===== config.mk =====
export PLATFORM = sky130hd
export DESIGN_NAME = i2s_tx_tdm
export DESIGN_NICKNAME = d
export VERILOG_FILES = /design/src/rtl/i2s_tx_tdm.sv
export SDC_FILE = /design/constraint.sdc
export NUM_CORES = 1
export LEC_CHECK = 0
export ABC_AREA = 0
export BUFFER_PORTS_ARGS = -buffer_cell sky130_fd_sc_hd__buf_2
export CELL_PAD_IN_SITES_DETAIL_PLACEMENT = 0
export CELL_PAD_IN_SITES_GLOBAL_PLACEMENT = 1
export CORE_MARGIN = 2
export CORE_UTILIZATION = 45
export CTS_CLUSTER_SIZE = 40
export DETAILED_ROUTE_END_ITERATION = 16
export GPL_TIMING_DRIVEN = 0
export MAX_ROUTING_LAYER = met4
export PLACE_DENSITY_LB_ADDON = 0.15
export SLEW_MARGIN = 10
export SYNTH_ARGS = -nofsm -noshare
export SYNTH_HDL_FRONTEND = slang
export SYNTH_SLANG_ARGS = --single-unit

===== constraint.sdc =====
create_clock -name clk_i2s -period 4.5 [get_ports clk_i2s]
set_input_delay 0.675 -clock clk_i2s [delete_from_list [all_inputs] [get_ports clk_i2s]]
set_output_delay 0.675 -clock clk_i2s [all_outputs]
set_load 0.005 [all_outputs]

===== src/rtl/i2s_tx_tdm.sv =====
// I2S / left-justified / TDM serial audio transmitter with a one-frame input buffer.
// Define I2S_TX_UNDERRUN_REPEAT_EN to resend the last loaded frame on underrun instead of zeros.
module i2s_tx_tdm #(
    parameter int unsigned WIDTH     = 24,
    parameter int unsigned SLOT_BITS = 32,
    parameter int unsigned CHANNELS  = 2,
    parameter int unsigned MODE      = 0,
    parameter int unsigned MCLK_DIV  = 2,
    parameter int unsigned SCLK_DIV  = 8
) (
    input  logic                       clk_i2s,
    input  logic                       reset,
    input  logic [CHANNELS*WIDTH-1:0]  s_data,
    input  logic                       s_valid,
    output logic                       s_ready,
    output logic                       tx_mclk,
    output logic                       tx_sclk,
    output logic                       tx_lrclk,
    output logic                       tx_data,
    output logic                       frame_start,
    output logic                       underrun
);
    localparam int unsigned FRAME_BITS = CHANNELS * SLOT_BITS;
    localparam int unsigned MW = $clog2(MCLK_DIV);
    localparam int unsigned DW = $clog2(SCLK_DIV);
    localparam int unsigned BW = $clog2(FRAME_BITS);

    localparam logic [MW-1:0] MCLK_LAST = MW'(MCLK_DIV - 1);
    localparam logic [MW-1:0] MCLK_HALF = MW'(MCLK_DIV / 2);
    localparam logic [DW-1:0] DIV_LAST  = DW'(SCLK_DIV - 1);
    localparam logic [DW-1:0] DIV_HALF  = DW'(SCLK_DIV / 2);
    localparam logic [BW-1:0] BIT_LAST  = BW'(FRAME_BITS - 1);
    localparam logic [BW-1:0] BIT_HALF  = BW'(FRAME_BITS / 2);

    logic [MW-1:0]             mclk_cnt, mclk_cnt_nxt;
    logic [DW-1:0]             div_cnt, div_cnt_nxt;
    logic [BW-1:0]             bit_cnt, bit_cnt_nxt;
    logic [CHANNELS*WIDTH-1:0] buf_data;
    logic [CHANNELS*WIDTH-1:0] load_src;
    logic                      buf_full;
    logic [FRAME_BITS-1:0]     shifter, shifter_nxt, packed_frame;
    logic                      bit_tick, load, accept;

    assign bit_tick = (div_cnt == DIV_LAST);
    assign load     = bit_tick && (bit_cnt == BIT_LAST);
    assign accept   = s_valid && !buf_full;
    assign s_ready  = ~buf_full;

`ifdef I2S_TX_UNDERRUN_REPEAT_EN
    logic [CHANNELS*WIDTH-1:0] held_data;

    assign load_src = buf_full ? buf_data : held_data;

    always_ff @(posedge clk_i2s or posedge reset) begin
        if (reset) begin
            held_data <= '0;
        end else if (load && buf_full) begin
            held_data <= buf_data;
        end
    end
`else
    assign load_src = buf_full ? buf_data : '0;
`endif

    // Shifter holds the whole frame MSB-first; each slot is sample then zero padding.
    always_comb begin
        packed_frame = '0;
        for (int unsigned ch = 0; ch < CHANNELS; ch++) begin
            packed_frame[FRAME_BITS-1-ch*SLOT_BITS -: WIDTH] = load_src[ch*WIDTH +: WIDTH];
        end
    end

    always_comb begin
        mclk_cnt_nxt = (mclk_cnt == MCLK_LAST) ? '0 : mclk_cnt + 1'b1;
        div_cnt_nxt  = (div_cnt == DIV_LAST) ? '0 : div_cnt + 1'b1;
        bit_cnt_nxt  = bit_cnt;
        shifter_nxt  = shifter;
        if (bit_tick) begin
            bit_cnt_nxt = (bit_cnt == BIT_LAST) ? '0 : bit_cnt + 1'b1;
            shifter_nxt = load ? packed_frame : {shifter[FRAME_BITS-2:0], 1'b0};
        end
    end

    always_ff @(posedge clk_i2s or posedge reset) begin
        if (reset) begin
            mclk_cnt    <= '0;
            div_cnt     <= '0;
            bit_cnt     <= BIT_LAST;
            shifter     <= '0;
            buf_data    <= '0;
            buf_full    <= 1'b0;
            tx_mclk     <= 1'b0;
            tx_sclk     <= 1'b0;
            tx_lrclk    <= 1'b1;
            tx_data     <= 1'b0;
            frame_start <= 1'b0;
            underrun    <= 1'b0;
        end else begin
            mclk_cnt    <= mclk_cnt_nxt;
            div_cnt     <= div_cnt_nxt;
            bit_cnt     <= bit_cnt_nxt;
            shifter     <= shifter_nxt;
            tx_mclk     <= (mclk_cnt_nxt >= MCLK_HALF);
            tx_sclk     <= (div_cnt_nxt >= DIV_HALF);
            frame_start <= load;
            underrun    <= load && !buf_full;
            // A load on an empty buffer can coincide with an accept; the accept wins.
            buf_full    <= (buf_full && !load) || accept;
            if (accept) begin
                buf_data <= s_data;
            end
            if (bit_tick) begin
                tx_lrclk <= (bit_cnt_nxt >= BIT_HALF);
                // I2S delays the serial stream by one bit via the old shifter MSB.
                tx_data  <= (MODE == 1) ? shifter_nxt[FRAME_BITS-1] : shifter[FRAME_BITS-1];
            end
        end
    end
endmodule


==> results of run 1 <==
-- stage by stage --
step                cells  hold WS, ns
floorplan             329        0.403
global placement      522        0.402
detailed placement    523        0.406
CTS                   555        0.129
global route          555        0.148
finish                555        0.137
-- report_power, final --
part | leakage, nW | internal (mW) | total, mW | switching (mW)
sequential | 1.55 | 1.12 | 1.15 | 0.0284
clock | 0.302 | 0.922 | 1.37 | 0.452
combinational | 1.02 | 0.0542 | 0.0920 | 0.0378
-- layout make-up --
type                       instances  area (um^2)
sequential                       119         2990
inverter                           5         23.8
tap                              136          170
clock inverter                    10          150
multi-input combinational        182         1610
clock buffer                      22          453
buffer                            23          135
timing repair buffer              58          313
fill                             875         4440
-- registers in the layout, indices dropped and copies added (netlist names), named ones only --
| signal | cells |
|---|---|
| underrun | 1 |
| mclk_cnt | 1 |
| tx_lrclk | 1 |
| buf_full | 1 |
| tx_data | 1 |
| div_cnt | 3 |
| shifter | 56 |
| bit_cnt | 1 |
| frame_start | 1 |
| buf_data | 48 |
-- kinds of logic after synthesis --
group | after synthesis
compound gates | 60
flops | 119
fa+ha+maj | 3
buf+inv | 28
xor+xnor | 3
mux | 51
simple gates | 65
-- per-layer routing --
metal / wire length (um) / global-route usage [%] / vias up
li1: - / - / 1367
met2: 4230 / 26.6 / 50
met4: 147 / 6.96 / 0
met3: 341 / 4.92 / 16
met5: 0 / - / -
met1: 4290 / 25.1 / 1489
-- critical path, stage by stage (launching register included) --
cell	delay, ns
dfstp_2	0.57
ha_1	0.22
nand2_1	0.14
nor3_2	0.29
buf_2	0.31
buf_4	0.22
a221o_1	0.18
-- placed cells by master, fill, tap and decap left out, drive strengths merged, types with 2 or more instances in the layout --
cell type    n
a221o       47
a22o         9
buf         75
bufinv       4
clkbuf      28
clkinv       6
dfrtp      112
dfstp        7
ha           3
inv          5
mux2        51
nand2        3
nand3        3
nand4        3
nor2         5
nor2b       48
nor3         2
xnor2        2
-- worst max path at each step --
stage                        from                  endpoint  slack (ns)
final                        flop   shifter[25]$_DFFE_PP0N_        2.50
after floorplan             reset   buf_data[0]$_DFFE_PP0P_        0.68
after global routing         flop   shifter[25]$_DFFE_PP0N_        2.38
after global placement      reset  buf_data[34]$_DFFE_PP0P_       -0.63
after detailed placement  s_valid  buf_data[21]$_DFFE_PP0P_        2.29
after CTS                    flop   shifter[25]$_DFFE_PP0N_        2.48
==> metrics.md, run 1 <==
| Metric | Value |
|---|---|
| Status | finished, final reports clean |
| Largest net degree at the start of global routing | 87 |
| Die Area | 0.0114 mm^2 |
| PnR Total Power | between 2 and 3 mW |
| Global-route wire length before repair | 15600 um |
| # Max-Cap Violations | 0 |
| Tmin final | between 1.5 and 2 ns |
| DPL Wire Length | between 5000 and 6000 um |
| Ant diodes | 0 |
| Reg2Reg Setup Slack | ~2.5 ns |
| Port Buf Inserts | between 50 and 60 |
| Synth cell types | 27 |
| DR WL/cell | 16.2 um |
| Core area | 0.0103 mm^2 |
| DP Area | ~0.0052 mm^2 |
| Initial antenna violation count | 0 |
| PnR worst setup slack | 2.50 ns |
| # setup viols final | 0 |
| Mux cell area share after synthesis | 12.1% |
| Die height | ~110 um |
| CTS clk-pin slew, worst paths | 0.06 ns |
| Leak | approximately 2.9 nW |
| Setup crit end kind | flop |
| Crit-path max FO | 10 |
| Post-synth top area cell | dfrtp_1 |
| Cts hold-fix bufs | 0 |
| Crit start category | flop |
| Syn Nets | roughly 380 |
| Vias in the first global route | between 3000 and 4000 |
| Post-Syn Instances | 329 |
| Least-Margin Pin Slew | about 0.53 ns |
| Power Density | 448 mW/mm^2 |
| YS warnings | 0 |
| Synthesis-to-finish area growth | 23.0% |
| Largest family of logic cells by synthesized area | compound AO/OA/AOI/OAI gates |
| Post-synthesis sequential area ratio | 62.9% |
| Post-route ant nets | 0 |
| CTS H-tree lvls | 4 |
| Fraction of registers with async set/reset | 100% |
| Syn Area/Cell | about 14 um^2 |
| GRT Total Usage | a little under a fifth |
| Post-CTS setup buffer count | 0 |
| Max_slew headroom | between 60% and 70% |
| GP Congestion | approximately 0.74 |
| Max Root-Sink Buffers | 2 |
| Routed Wire Length | between 9000 and 10000 um |
| DR iter-0 viols | 96 |
| Main area contributors after synthesis | dfrtp_1 59%, mux2_2 12%, a221o_1 9.9% |
| Critical path type | reg2reg |
| Sink Count | about 120 |
| Clk_lat worst skew | ~0.52 ns |
| Num CTS Buffers | 17 |
| IO Count | a little under 60 |
| Max Slew Vio Count | 0 |
| Grt total ovfl | 0 |
| Synth top area share | between 50% and 60% |
| Final Cycle Share | 44.4% |
| Post-synth top cells | 112 x dfrtp_1, 51 x mux2_2, 48 x nor2b_1 |
| CTS resizes | 0 |
| Worst vdd ir | roughly 380 uV |
| Setup Skew | just over 0.007 ns |
| Worst EP arrival | roughly 2.4 ns |
| Via Count | slightly below 3000 |
| Fin area | between 0.005 and 0.006 mm^2 |
| Root Buffer | clkbuf_8 |
| Post-Synth Adder-Cell Area | less than 1% |
| DIE WIDTH | 107 um |
| RSZ-0062 raised after global routing | no |
| Crit Reg-Reg Endpoint | shifter[25]$_DFFE_PP0N_ |
| Utilization after layout | between 50% and 60% |
| Post-route setup TNS | 0 ns |
| HP Class | in2async |
| Pre-CTS setup slack | around 2.3 ns |
| Most used DFF post-synth | dfrtp_1 |
| Share of cells above drive strength 1 | approximately two fifths |
| Count leader, synth | dfrtp_1 |
| Post-Syn Area | between 0.004 and 0.005 mm^2 |
| TritonCTS clock tree | built |
| Worst path required time | 4.95 ns |
| Rows | 37 |
| Path depth of the worst reg2reg path | 6 |
| FMAX | 501 MHz |
| Drt pass-1 iters | 5 |
| Post-route DRC | 0 |
| Fin nets | 460 |
| Final Hold Vio Count | 0 |
| Initial core utilization | between 40% and 50% |
| Synth Area in Compound Gates | about an eighth |
| Xor/xnor share of the synthesized area | less than 1% |
| EDFF count, synth | 0 |
| Vias/cell | about 5.3 |
| #FFs+latches synth | around 120 |
| Synth Area in Simple Gates | under 10% |
(Power assumes the default switching activity.)
==> run 2: changes to the inputs <==
--- a/config.mk
+++ b/config.mk
@@ -10,7 +10,7 @@
 export CELL_PAD_IN_SITES_DETAIL_PLACEMENT = 0
 export CELL_PAD_IN_SITES_GLOBAL_PLACEMENT = 1
 export CORE_MARGIN = 2
-export CORE_UTILIZATION = 45
+export CORE_UTILIZATION = 43
 export CTS_CLUSTER_SIZE = 40
 export DETAILED_ROUTE_END_ITERATION = 16
 export GPL_TIMING_DRIVEN = 0
==> constraint.sdc (replaced) <==
create_clock -name clk_i2s -period 1.7 [get_ports clk_i2s]
set_input_delay 0.255 -clock clk_i2s [delete_from_list [all_inputs] [get_ports clk_i2s]]
set_output_delay 0.255 -clock clk_i2s [all_outputs]
set_load 0.005 [all_outputs]
==> run 2 against run 1 <==
Core utilization up 4.3 points. Die area up 4.5%. Cell count up 13%. Critical path depth down 1. Count of clock-buffer cells in the layout unchanged. Sequential power rose to 2.7 times the previous value. Non-clock buffer count up 67. Hold slack better by 0.19 ns. Cell area up 13%. Critical endpoint is now shifter[23]$_DFFE_PP0N_. Largest cell class unchanged. Highest routed layer unchanged.
==> metrics.md, run 2 (synthesized netlist as in run 1, its figures left out) <==
| Metric | Value |
|---|---|
| Status | finished, final reports clean |
| Root Buffer | clkbuf_8 |
| Most frequent cells in the layout | 112 x dfrtp_1, 60 x buf_2, 51 x mux2_2 |
| Path depth of the worst reg2reg path | 5 |
| Final Hold Vio Count | 0 |
| Tmin final | 1.67 ns |
| Num CTS Buffers | 17 |
| Fin nets | approximately 530 |
| Commonest non-fill, non-tap cell in the layout | dfrtp_1 |
| Sink Count | between 100 and 150 |
| # setup viols final | 0 |
| Routed Wire Length | around 9500 um |
| DIE WIDTH | approximately 110 um |
| Share of cells above drive strength 1 | approximately two fifths |
| Setup crit end kind | flop |
| Setup Skew | between 0.005 and 0.006 ns |
| Power Density | 1050 mW/mm^2 |
| Critical path type | reg2reg |
| Final Cycle Share | a little over nine tenths |
| RSZ-0062 raised after global routing | yes |
| DPL Wire Length | slightly below 6000 um |
| Leak | between 3 and 4 nW |
| Post-route DRC | 0 |
| CTS H-tree lvls | 4 |
| Via Count | between 3000 and 4000 |
| Crit Reg-Reg Endpoint | shifter[23]$_DFFE_PP0N_ |
| Largest register by flop count | shifter |
| HP Class | in2async |
| Ant diodes | 0 |
| Crit-path max FO | 10 |
| Slowest cell on crit path | dfstp_2 |
| Largest register FFs | 56 |
| DR iter-0 viols | around 120 |
| Core area | roughly 0.011 mm^2 |
| FMAX | between 500 and 600 MHz |
| CP max stage delay | 0.57 ns |
| Max Slew Vio Count | 0 |
| Layout Cells excl Fill | around 630 |
| PnR worst setup slack | approximately 0.027 ns |
| Vias in the first global route | roughly 3100 |
| Crit start category | flop |
| Placed cell count | ~530 |
| Initial antenna violation count | 0 |
| Largest net degree at the start of global routing | 39 |
| Grt total ovfl | 0 |
| Worst EP arrival | 2.07 ns |
| Synthesis-to-finish area growth | 39.0% |
| GRT Total Usage | between 10% and 20% |
| DR WL/cell | 15.1 um |
| WHS | approximately 0.33 ns |
| CTS clk-pin slew, worst paths | 0.05 ns |
| Worst path required time | ~2.1 ns |
| Drt pass-1 iters | 4 |
| Max_slew headroom | 64.1% |
| Die height | 109 um |
| Metal-1 WL | around 4700 um |
| Clk_lat worst skew | about 0.52 ns |
| Initial core utilization | 44.0% |
| # Max-Cap Violations | 0 |
| Global-route wire length before repair | 15500 um |
| Least-Margin Pin Slew | between 0.5 and 0.6 ns |
| Pre-CTS setup slack | -0.252 ns |
| Die Area | 0.0119 mm^2 |
| Vias/cell | 5.09 |
| TritonCTS clock tree | built |
| Top sig layer | met4 |
| Worst path cell trace | nand4_4 -> o21a_1 -> buf_6 -> buf_8 -> a221o_1 |
| Routed met3 length | roughly 330 um |
| GP Congestion | 0.700 |
| Routed wl met2 | about 4200 um |
| CP bufs+invs | 2 |
| Port Buf Inserts | 57 |
| IO Count | 58 |
| Rows | 38 |
| Post-route ant nets | 0 |
| Worst vdd ir | approximately 950 uV |
| Worst path top cell family by delay | flip-flops |
| Max Root-Sink Buffers | 2 |
| Reg2Reg Setup Slack | approximately 0.027 ns |
| Largest registers | shifter: 56 flops, buf_data: 48 flops, div_cnt: 3 flops |
==> run 2: power breakdown <==
| part | switching (mW) | leakage, nW | total (mW) | internal (mW) |
|---|---|---|---|---|
| Sequential | 0.0760 | 1.55 | 3.05 | 2.97 |
| Combinational | 0.113 | 1.34 | 0.338 | 0.225 |
| Clock | 1.22 | 0.288 | 3.52 | 2.29 |
| Total | 1.41 | 3.18 | 6.90 | 5.49 |
==> run 2: metrics by stage <==
stage | setup TNS (ns) | utilization [%] | total power, mW | area [um^2]
after floorplan | -0.521 | - | 3.22 | 4750
after CTS | 0 | 59.9 | 6.98 | 6460
after global placement | -99.47 | 48.3 | 3.33 | 5210
after global routing | -0.884 | 61.1 | 7.15 | 6600
after detailed placement | -11.35 | 48.9 | 3.35 | 5270
final | 0 | 61.1 | 6.90 | 6600
==> run 2: worst min-delay path, delay by kind of cell <==
kind | cells | cell delay, ns
buffers and inverters | 3 | 1.02
==> run 2: layout make-up <==
class / instances / area, um^2
multi-input combinational: 182 / 1650
inverter: 5 / 22.5
clock buffer: 22 / 453
timing repair buffer: 125 / 980
sequential: 119 / 2990
fill: 851 / 4200
tap: 140 / 175
clock inverter: 10 / 128
buffer: 23 / 199
==> run 2: worst max path at each step <==
stage	endpoint	slack (ns)	cells after the start
floorplan	buf_data[0]$_DFFE_PP0P_	-0.005	1
global placement	buf_data[15]$_DFFE_PP0P_	-0.78	2
detailed placement	shifter[41]$_DFFE_PP0N_	-0.25	6
CTS	tx_lrclk$_DFFE_PP1N_	0.02	7
global route	shifter[25]$_DFFE_PP0N_	-0.05	5
finish	shifter[23]$_DFFE_PP0N_	0.03	5
==> run 2: per-layer routing <==
metal / up-vias / track usage (%)
li1: 1506 / -
met1: 1608 / 24.6
met2: 62 / 25.0
met3: 11 / 5.38
met4: 0 / 7.69
met5: - / -
==> run 2: repair_timing <==
action | CTS | global route
resized for setup | 24 | 12
buffers inserted | 4 | 9
pin swaps | 1 | 6
gates cloned | 0 | 2
endpoints found under the hold margin | 72 | 0
setup endpoints to repair | 85 | 67
hold buffers | 50 | 0
